File: src/rtl/lb_pkg.sv
`default_nettype none
// ------------------------------------------------------------------
// lb_pkg: types and constants shared by the load balancer and dispatcher.
// Rev 1.0
// ------------------------------------------------------------------
package lb_pkg;

  localparam int OID_WIDTH_DEF = 16;
  localparam int QDEPTH_DEF    = 16;
  localparam int LOAD_BITS     = $clog2(QDEPTH_DEF);
  localparam int OID_LSB       = 0;

  typedef struct packed {
    logic [OID_WIDTH_DEF-1:0] oid;
    logic [LOAD_BITS-1:0]     load;
  } region_stat_t;

  typedef enum logic [1:0] {
    ST_IDLE        = 2'd0,
    ST_DISPATCH    = 2'd1,
    ST_WAIT_CREDIT = 2'd2
  } disp_state_t;

endpackage
`default_nettype wire

File: src/rtl/region_credit.sv
`default_nettype none
// ------------------------------------------------------------------
// region_credit: per-region outstanding counter, last oid and load stats.
// Rev 1.0
// ------------------------------------------------------------------
module region_credit
  import lb_pkg::*;
#(
  parameter int OPERATOR_ID_WIDTH = 16,
  parameter int QDEPTH            = 16,
  parameter int LOAD_W            = $clog2(QDEPTH)
) (
  input  logic                                aclk,
  input  logic                                aresetn,
  input  logic                                dispatch,
  input  logic [OPERATOR_ID_WIDTH-1:0]        oid,
  input  logic                                done,
  output logic                                full,
  output logic                                full_next,
  output logic                                underflow,
  output logic [OPERATOR_ID_WIDTH+LOAD_W-1:0] stats
);

  localparam int CW = $clog2(QDEPTH + 1);
  localparam logic [CW-1:0] DEPTH = CW'(QDEPTH);
  localparam int LOAD_MAX = (1 << LOAD_W) - 1;

  logic [CW-1:0]                count, count_next;
  logic [OPERATOR_ID_WIDTH-1:0] last_oid;
  logic [LOAD_W-1:0]            load;
  logic                         inc, dec;

  always_comb begin
    count_next = count;
    inc        = dispatch && (count != DEPTH);
    dec        = done && (count != '0);
    underflow  = done && (count == '0);
    case ({inc, dec})
      2'b10:   count_next = count + CW'(1);
      2'b01:   count_next = count - CW'(1);
      default: count_next = count;
    endcase
  end

  assign full      = (count == DEPTH);
  assign full_next = (count_next == DEPTH);
  // The load field is narrower than the counter, so a full region reads as max load.
  assign load      = (int'(count) > LOAD_MAX) ? {LOAD_W{1'b1}} : count[LOAD_W-1:0];

  always_ff @(posedge aclk or negedge aresetn) begin
    if (!aresetn) begin
      count    <= '0;
      last_oid <= '0;
      stats    <= '0;
    end else begin
      count <= count_next;
      if (dispatch) last_oid <= oid;
      stats <= {last_oid, load};
    end
  end

endmodule
`default_nettype wire

File: src/rtl/region_dispatcher.sv
`default_nettype none
// ------------------------------------------------------------------
// region_dispatcher: steers load-balancer descriptors to PR regions.
// Rev 1.0
// ------------------------------------------------------------------
module region_dispatcher
  import lb_pkg::*;
#(
  parameter  int HTTP_META_WIDTH   = 98,
  parameter  int OPERATOR_ID_WIDTH = 16,
  parameter  int QDEPTH            = 16,
  parameter  int N_REGIONS         = 4,
  localparam int LOAD_BITS         = $clog2(QDEPTH),
  localparam int TGT_W             = $clog2(N_REGIONS)
) (
  input  logic                                             aclk,
  input  logic                                             aresetn,
  input  logic                                             meta_in_tvalid,
  output logic                                             meta_in_tready,
  input  logic [HTTP_META_WIDTH-1:0]                       meta_in_tdata,
  input  logic [TGT_W-1:0]                                 lb_ctrl,
  output logic [N_REGIONS-1:0]                             region_tvalid,
  input  logic [N_REGIONS-1:0]                             region_tready,
  output logic [HTTP_META_WIDTH-1:0]                       region_tdata,
  input  logic [N_REGIONS-1:0]                             region_done,
  output logic [N_REGIONS*(OPERATOR_ID_WIDTH+LOAD_BITS)-1:0] region_stats_out,
  output logic                                             err
);

  localparam int SW = OPERATOR_ID_WIDTH + LOAD_BITS;
  localparam logic [TGT_W:0] N_REG_LIM = N_REGIONS[TGT_W:0];

  disp_state_t                state, state_next;
  logic [TGT_W-1:0]           tgt, tgt_sel;
  logic [HTTP_META_WIDTH-1:0] data;
  logic                       accept, handshake, bad_ctrl;
  logic [N_REGIONS-1:0]       full, full_next, underflow, dispatch_vec;

  assign bad_ctrl       = ({1'b0, lb_ctrl} >= N_REG_LIM);
  assign tgt_sel        = bad_ctrl ? '0 : lb_ctrl;
  assign handshake      = (state == ST_DISPATCH) && region_tready[tgt];
  assign meta_in_tready = (state == ST_IDLE) || handshake;
  assign accept         = meta_in_tvalid && meta_in_tready;
  assign dispatch_vec   = handshake ? ({{(N_REGIONS-1){1'b0}}, 1'b1} << tgt) : '0;
  assign region_tdata   = data;

  // Credit is judged on the post-edge count so a back-to-back dispatch is seen.
  always_comb begin
    state_next    = state;
    region_tvalid = '0;
    case (state)
      ST_IDLE: begin
        if (accept) state_next = full_next[tgt_sel] ? ST_WAIT_CREDIT : ST_DISPATCH;
      end
      ST_DISPATCH: begin
        region_tvalid[tgt] = 1'b1;
        if (accept)         state_next = full_next[tgt_sel] ? ST_WAIT_CREDIT : ST_DISPATCH;
        else if (handshake) state_next = ST_IDLE;
      end
      ST_WAIT_CREDIT: begin
        if (!full[tgt]) state_next = ST_DISPATCH;
      end
      default: state_next = ST_IDLE;
    endcase
  end

  always_ff @(posedge aclk or negedge aresetn) begin
    if (!aresetn) begin
      state <= ST_IDLE;
      tgt   <= '0;
      data  <= '0;
      err   <= 1'b0;
    end else begin
      state <= state_next;
      if (accept) begin
        tgt  <= tgt_sel;
        data <= meta_in_tdata;
      end
      err <= err | (accept && bad_ctrl) | (|underflow);
    end
  end

  for (genvar i = 0; i < N_REGIONS; i++) begin : g_region
    region_credit #(
      .OPERATOR_ID_WIDTH (OPERATOR_ID_WIDTH),
      .QDEPTH            (QDEPTH),
      .LOAD_W            (LOAD_BITS)
    ) u_credit (
      .aclk      (aclk),
      .aresetn   (aresetn),
      .dispatch  (dispatch_vec[i]),
      .oid       (data[OID_LSB +: OPERATOR_ID_WIDTH]),
      .done      (region_done[i]),
      .full      (full[i]),
      .full_next (full_next[i]),
      .underflow (underflow[i]),
      .stats     (region_stats_out[i*SW +: SW])
    );
  end

endmodule
`default_nettype wire

File: config.mk
export PLATFORM = sky130hd
export DESIGN_NAME = region_dispatcher
export DESIGN_NICKNAME = d
export VERILOG_FILES = /design/src/rtl/lb_pkg.sv /design/src/rtl/region_credit.sv /design/src/rtl/region_dispatcher.sv
export SDC_FILE = /design/constraint.sdc
export NUM_CORES = 1
export LEC_CHECK = 0
export CORE_MARGIN = 2
export CORE_UTILIZATION = 45
export DETAILED_ROUTE_END_ITERATION = 6
export PLACE_DENSITY = 0.83
export SYNTH_ARGS = -nofsm -noshare
export SYNTH_HDL_FRONTEND = slang
export SYNTH_SLANG_ARGS = --single-unit
File: constraint.sdc
create_clock -name aclk -period 3.85 [get_ports aclk]
set_input_delay 0.385 -clock aclk [delete_from_list [all_inputs] [get_ports aclk]]
set_output_delay 0.385 -clock aclk [all_outputs]
set_load 0.02 [all_outputs]
==> results of run 1 <==
==> stage by stage <==
step,utilization [%],area [um^2],worst slack [ns],hold WS [ns],power [W]
after floorplan,-,10600,0.512,0.0894,0.00858
after detailed placement,59.2,13800,0.374,0.356,0.0113
final,63.2,14700,0.334,0.363,0.0139
after CTS,63.2,14700,0.352,0.367,0.0140
after global placement,59.2,13800,0.472,0.353,0.0111
after global routing,63.2,14700,0.0771,0.370,0.0146
==> power by group <==
group / leakage [nW] / internal, W / switching [W]
Clock: 0.438 / 0.00151 / 0.00109
Combinational: 2.85 / 0.00329 / 0.00293
Sequential: 3.16 / 0.00418 / 0.000886
==> timing repair <==
item | 4_1_cts | 5_1_grt
hold buffers | 1 | 0
hold endpoints to repair | 77 | 0
setup endpoints to repair | 0 | 0
==> state kept, by name, indices dropped and copies added (netlist names) <==
| register | cells |
|---|---|
| err | 1 |
| g_region.u_credit.last_oid | 64 |
| tgt | 2 |
| g_region.u_credit.count | 20 |
| region_tdata | 98 |
| state | 2 |
| g_region.u_credit.stats | 80 |
==> worst reg2reg max path, stage by stage (launching register included) <==
cell and delay [ns]:
dfrtp_1 0.45, or2_2 0.33, nor4_1 0.39, nor2b_1 0.10, ha_1 0.33, ha_1 0.42
or4b_1 0.52, o311ai_0 0.13, o211ai_1 0.16, a41oi_1 0.23, a32oi_1 0.10, a31o_1 0.24
==> how the worst max path moves through the flow <==
stage / endpoint / cells past startpoint / slack (ns) / startpoint
2_1_floorplan: state[1]$_DFFE_PN0P_ / 11 / 0.51 / state[1]$_DFFE_PN0P_
3_3_place_gp: state[0]$_DFFE_PN0P_ / 11 / 0.47 / g_region[2].u_credit.count[4]$_DFF_PN0_
3_5_place_dp: state[1]$_DFFE_PN0P_ / 11 / 0.37 / g_region[1].u_credit.count[4]$_DFF_PN0_
4_1_cts: state[1]$_DFFE_PN0P_ / 11 / 0.35 / g_region[1].u_credit.count[4]$_DFF_PN0_
5_1_grt: state[0]$_DFFE_PN0P_ / 11 / 0.08 / g_region[0].u_credit.count[4]$_DFF_PN0_
6_report: state[1]$_DFFE_PN0P_ / 11 / 0.33 / g_region[1].u_credit.count[4]$_DFF_PN0_
==> placed cells by master (no fill, tap or decap), drive strengths merged, types with 5 or more instances in the layout <==
master | Yosys | final
a21oi | 13 | 13
buf | 13 | 6
clkbuf | 9 | 39
clkdlybuf4s50 | 0 | 293
clkinv | 0 | 7
dfrtp | 267 | 267
ha | 16 | 16
inv | 9 | 9
mux2 | 170 | 170
nand2 | 19 | 19
nand3 | 8 | 8
nand3b | 5 | 5
nor2 | 12 | 12
nor2b | 7 | 7
nor3 | 9 | 9
nor3b | 14 | 14
o21ai | 8 | 8
or2 | 15 | 15
xnor2 | 7 | 7
==> metal layers <==
layer | global-route usage, % | wire length [um] | vias to the layer above
met5 | 0 | 0 | -
li1 | - | - | 2968
met4 | 6.36 | 791 | 0
met2 | 35.1 | 12600 | 244
met3 | 5.20 | 1910 | 53
met1 | 24.2 | 9950 | 3283
==> logic make-up (layout without fill, tap and decap cells) <==
| group | count (synthesis) | in the layout |
|---|---|---|
| simple gates | 107 | 107 |
| xor+xnor | 10 | 10 |
| buf+inv | 31 | 360 |
| fa+ha+maj | 20 | 20 |
| compound gates | 49 | 49 |
| flops | 267 | 267 |
| mux | 174 | 174 |
==> area by class of cell <==
class | instances | area (um^2)
well taps | 319 | 399
inverters | 9 | 33.8
fillers | 1701 | 8590
clock inverters | 12 | 120
clock buffers | 39 | 792
multi-input cells | 360 | 3670
flip-flops and latches | 267 | 6680
repair buffers | 300 | 3050
==> flow_summary_export.csv, run 1 <==
group,metric,value,unit
run_status,outcome,"complete, no violations",
cells_and_area,drive_above_1_share,24.4,%
detailed_routing,routedWlPerCell,19.3,um
clock_tree,worst_skew_pair.late_latency,0.54,ns
synthesis,synth-edff-count,0,
detailed_routing,wirelength,25300,um
critical_path,slowest_stage,"or4b_1",
cells_and_area,area_growth,38.9,%
timing,layout_min_cycle_time,3.52,ns
detailed_routing,first_pass_iters,4,
synthesis,synthAdderAreaFrac,2.64,%
synthesis,yosysMostFrequentCell,"dfrtp_1",
critical_path,reg2reg_depth,11,
synthesis,syn_area,10600,um^2
power,p_leak,6.45,nW
synthesis,yosys.area_share.simple,5.77,%
detailed_routing,vias,6548,
synthesis,synth_nets,789,
clock_tree,post-cts-setup-buffers,0,
clock_tree,cts_made_buffers,28,
die,dieHeight,158,um
cells_and_area,diodes,0,
placement,port-buffer-count,294,
global_route,grt_pass1_wl,38500,um
critical_path,crit_family,"simple AND/OR/NAND/NOR gates",
placement,gp_congestion,0.920,
die,initial_core_util,45.5,%
detailed_routing,first_iter_violations,351,
clock_tree,clkSlewWorstSetupHoldPaths,0.06,ns
synthesis,yosysTopAreaCellShare,62.9,%
placement,dp_hpwl,17300,um
global_route,antenna_found_initial,0,
synthesis,avgSynthCellArea,16.1,um^2
die,coreArea,23300,um^2
worst_hold_path,hp-class,"flip-flop to flip-flop",
critical_path,endpoint_kind,"flip-flop",
worst_hold_path,min_delay_path_depth,0,
synthesis,synth.area.top_cells,"dfrtp_1 (63%), mux2_4 (13%), mux2_2 (8.6%), ha_1 (1.9%), buf_12 (1.7%)",
critical_path,worstSetupPathType,"flip-flop to flip-flop",
timing,setup_violations,0,
flow_run,drv_cap,0,
die,rows,56,
clock_tree,cts_root_buf,"clkbuf_16",
power,p_per_area,942,nW/um^2
timing,slew_headroom,25.8,%
die,die_w,158,um
worst_hold_path,min_to,"g_region[1].u_credit.stats[7]$_DFF_PN0_",
detailed_routing,drc,0,
synthesis,ys_dominant_reg_cell,"dfrtp_1",
cells_and_area,nets,1097,
die,ios,295,
cells_and_area,stdcell_count,1306,
synthesis,synth_compound_area_share,3.39,%
timing,fmax,284,MHz
timing,skew,0.0111,ns
timing,min_period_over_period,91.3,%
clock_tree,clkSinkCount,267,
global_route,overflow,0,
synthesis,synth_top_cell_by_area,"dfrtp_1",
critical_path,ff2ff_setup_slack,0.33,ns
clock_tree,h-tree-depth,1,
timing,tns,0,ns
clock_tree,cts_tree,"yes",
synthesis,seq_area_frac_synth,62.9,%
critical_path,r2r-end,"state[1]$_DFFE_PN0P_",
timing,rsz0062_at_grt,"no",
critical_path,cp_common_cell,"ha_1",
clock_tree,cts_resized,0,
clock_tree,clockBufferDepth,3,
detailed_routing,avgViaCountPerCell,5.01,
synthesis,synth_commonest_cells,"dfrtp_1 (267), mux2_4 (89), mux2_2 (81)",
critical_path,slowest_delay,0.52,ns
worst_hold_path,min_from,"g_region[1].u_credit.last_oid[3]$_DFFE_PN0P_",
critical_path,cp.required,4.27,ns
synthesis,synth_cell_types,51,
critical_path,crit_chain,"or2_2 > nor4_1 > nor2b_1 > ha_1 > ha_1 > or4b_1 > o311ai_0 > o211ai_1 > a41oi_1 > a32oi_1 > a31o_1",
synthesis,synthMuxAreaShare,21.8,%
detailed_routing,drtAntennaViolNets,0,
synthesis,synth_top_family_by_area,"multiplexers",
synthesis,ys_warn_count,0,
critical_path,r2r_start,"g_region[1].u_credit.count[4]$_DFF_PN0_",
timing,worst_pin_slew,1.11,ns
critical_path,cp-start-kind,"flip-flop",
synthesis,async_flop_share,100,%
global_route,grt_pass1_vias,6904,
synthesis,synth_xor_area_share,0.825,%
die,die_area,24800,um^2
placement,place_inst,1254,
critical_path,arrival,3.94,ns
timing,hold_viol,0,
critical_path,cp_num_buf_inv,0,
critical_path,cp_max_fo,10,
synthesis,synth_cells,658,
power,peakVddDrop,0.503,mV
timing,slew_violations,0,
global_route,grt_start_max_net_pins,81,
global_route,grtUsageTotal,20.0,%
synthesis,synth_seq_cells,267,
Note: power is estimated with default switching activity, not from simulation.
==> run 2: changes to the inputs <==
==> constraint.sdc (replaced) <==
create_clock -name aclk -period 3.85 [get_ports aclk]
set_input_delay 0.5775 -clock aclk [delete_from_list [all_inputs] [get_ports aclk]]
set_output_delay 0.5775 -clock aclk [all_outputs]
set_load 0.02 [all_outputs]
==> flow_summary_export.csv, run 2 (synthesis results as in run 1) <==
group,metric,value,unit
die,ios,295,
critical_path,arrival,3.91,ns
critical_path,startpoint,"g_region[2].u_credit.count[4]$_DFF_PN0_",
worst_hold_path,hp-class,"primary input to asynchronous set/reset pin",
critical_path,crit_family,"compound AO/OA/AOI/OAI gates",
global_route,grt_pass1_vias,6914,
die,dieHeight,158,um
detailed_routing,wirelength,25500,um
clock_tree,cts_tree,"yes",
detailed_routing,avgViaCountPerCell,5.06,
placement,dp_hpwl,17600,um
flow_run,drv_cap,0,
power,p_int,0.00919,W
critical_path,cp_num_buf_inv,0,
die,initial_core_util,45.5,%
cells_and_area,fin_area,14800,um^2
cells_and_area,area_growth,39.6,%
clock_tree,h-tree-depth,1,
timing,setup_violations,0,
timing,tns,0,ns
clock_tree,clkSlewWorstSetupHoldPaths,0.06,ns
die,die_area,24800,um^2
power,sw_frac_of_total,35.0,%
timing,skew,0.0133,ns
timing,rsz0062_at_grt,"no",
critical_path,crit_chain,"or2_2 > nor4_1 > nor2b_1 > ha_1 > fa_1 > a21oi_1 > mux2_2 > o211ai_1 > o2111ai_1 > a32oi_1 > o221ai_1",
critical_path,endpoint,"state[0]$_DFFE_PN0P_",
cells_and_area,final_common_cell,"clkdlybuf4s50_1",
power,seqPwrFrac,36.0,%
critical_path,slowest_stage,"fa_1",
clock_tree,clockBufferDepth,3,
cells_and_area,drive_above_1_share,25.1,%
cells_and_area,nets,1100,
detailed_routing,first_pass_iters,5,
critical_path,worstSetupPathType,"flip-flop to flip-flop",
die,coreArea,23300,um^2
critical_path,cp.required,4.23,ns
global_route,grt_start_max_net_pins,104,
detailed_routing,routedWlPerCell,19.5,um
placement,place_area,13800,um^2
die,rows,56,
critical_path,endpoint_kind,"flip-flop",
critical_path,cp-start-kind,"flip-flop",
power,clkPwrFrac,20.2,%
timing,worst_pin_slew,1.09,ns
run_status,outcome,"complete, no violations",
critical_path,r2r_start,"g_region[2].u_credit.count[4]$_DFF_PN0_",
timing,hold_viol,0,
clock_tree,worst_skew_pair.late_latency,0.54,ns
timing,layout_min_cycle_time,3.53,ns
detailed_routing,first_iter_violations,302,
cells_and_area,largest_reg_flops,98,
critical_path,slowest_delay,0.46,ns
global_route,grt_pass1_wl,38900,um
timing,slew_headroom,26.8,%
clock_tree,cts_resized,0,
die,die_w,158,um
clock_tree,clkSinkCount,267,
cells_and_area,final_cell_mix,"clkdlybuf4s50_1 (293), dfrtp_1 (267), mux2_4 (89), mux2_2 (81), clkbuf_16 (29)",
placement,port-buffer-count,294,
clock_tree,post-cts-setup-buffers,0,
power,peakVddDrop,0.494,mV
critical_path,worst-path-stages,11,
clock_tree,cts_made_buffers,29,
power,p_per_area,953,nW/um^2
placement,gp_congestion,0.846,
power,p_leak,6.50,nW
detailed_routing,drtAntennaViolNets,0,
detailed_routing,drc,0,
detailed_routing,vias,6636,
global_route,grtUsageTotal,20.2,%
clock_tree,hold_buffers,0,
timing,min_period_over_period,91.6,%
global_route,overflow,0,
critical_path,ff2ff_setup_slack,0.32,ns
global_route,antenna_found_initial,0,
power,p_sw,0.00494,W
clock_tree,cts_root_buf,"clkbuf_16",
timing,slew_violations,0,
critical_path,r2r-end,"state[0]$_DFFE_PN0P_",
timing,fmax,284,MHz
critical_path,reg2reg_depth,11,
critical_path,cp_max_fo,10,
cells_and_area,diodes,0,
power,combPwrFrac,43.8,%
[run 2: cell types whose count changed in the layout (fill, tap and decap cells not counted), sizes merged]
cell / before / now
buf: 6 / 9
inv: 9 / 12
bufinv: 1 / 3
clkinvlp: 4 / 2
dlygate4sd3: 1 / 0
[run 2: metal layers]
metal | track usage, % | wire, um
met1 | 25.4 | 10200
met2 | 34.7 | 12700
met3 | 4.35 | 1820
met4 | 6.84 | 718
met5 | 0 | 0
[run 2: power by group through the flow]
stage	Combinational, W	Clock (W)	Sequential [W]
2_1_floorplan	0.00254	0	0.00604
3_3_place_gp	0.00608	0	0.00503
3_5_place_dp	0.00620	0	0.00511
4_1_cts	0.00625	0.00292	0.00509
5_1_grt	0.00657	0.00304	0.00525
6_report	0.00619	0.00285	0.00508
[run 2: cell type report]
class / instances / area, um^2
Multi-Input combinational cell: 360 / 3670
Fill cell: 1675 / 8510
Clock inverter: 15 / 181
Tap cell: 319 / 399
Clock buffer: 39 / 823
Sequential cell: 267 / 6680
Inverter: 9 / 33.8
Timing Repair Buffer: 302 / 3030
[run 2: per-stage QoR]
step	utilization (%)	setup slack [ns]	cells	power [W]	hold WS [ns]
final	63.5	0.324	1311	0.0141	0.0659
after detailed placement	59.2	0.326	1257	0.0113	0.354
after CTS	63.5	0.336	1311	0.0143	0.0887
after global routing	63.5	0.0388	1311	0.0149	0.121
after global placement	59.2	0.428	1257	0.0111	0.353
after floorplan	-	0.512	658	0.00858	0.282
[run 2: worst min path at each step]
stage                                          endpoint  slack (ns)  cells after the start
3_3_place_gp   g_region[1].u_credit.stats[14]$_DFF_PN0_        0.35                      0
6_report        g_region[1].u_credit.stats[9]$_DFF_PN0_        0.07                      1
5_1_grt                    region_tdata[30]$_DFFE_PN0P_        0.12                      1
3_5_place_dp   g_region[2].u_credit.stats[16]$_DFF_PN0_        0.35                      0
2_1_floorplan                             err$_DFF_PN0_        0.28                      0
4_1_cts         g_region[3].u_credit.stats[9]$_DFF_PN0_        0.09                      1
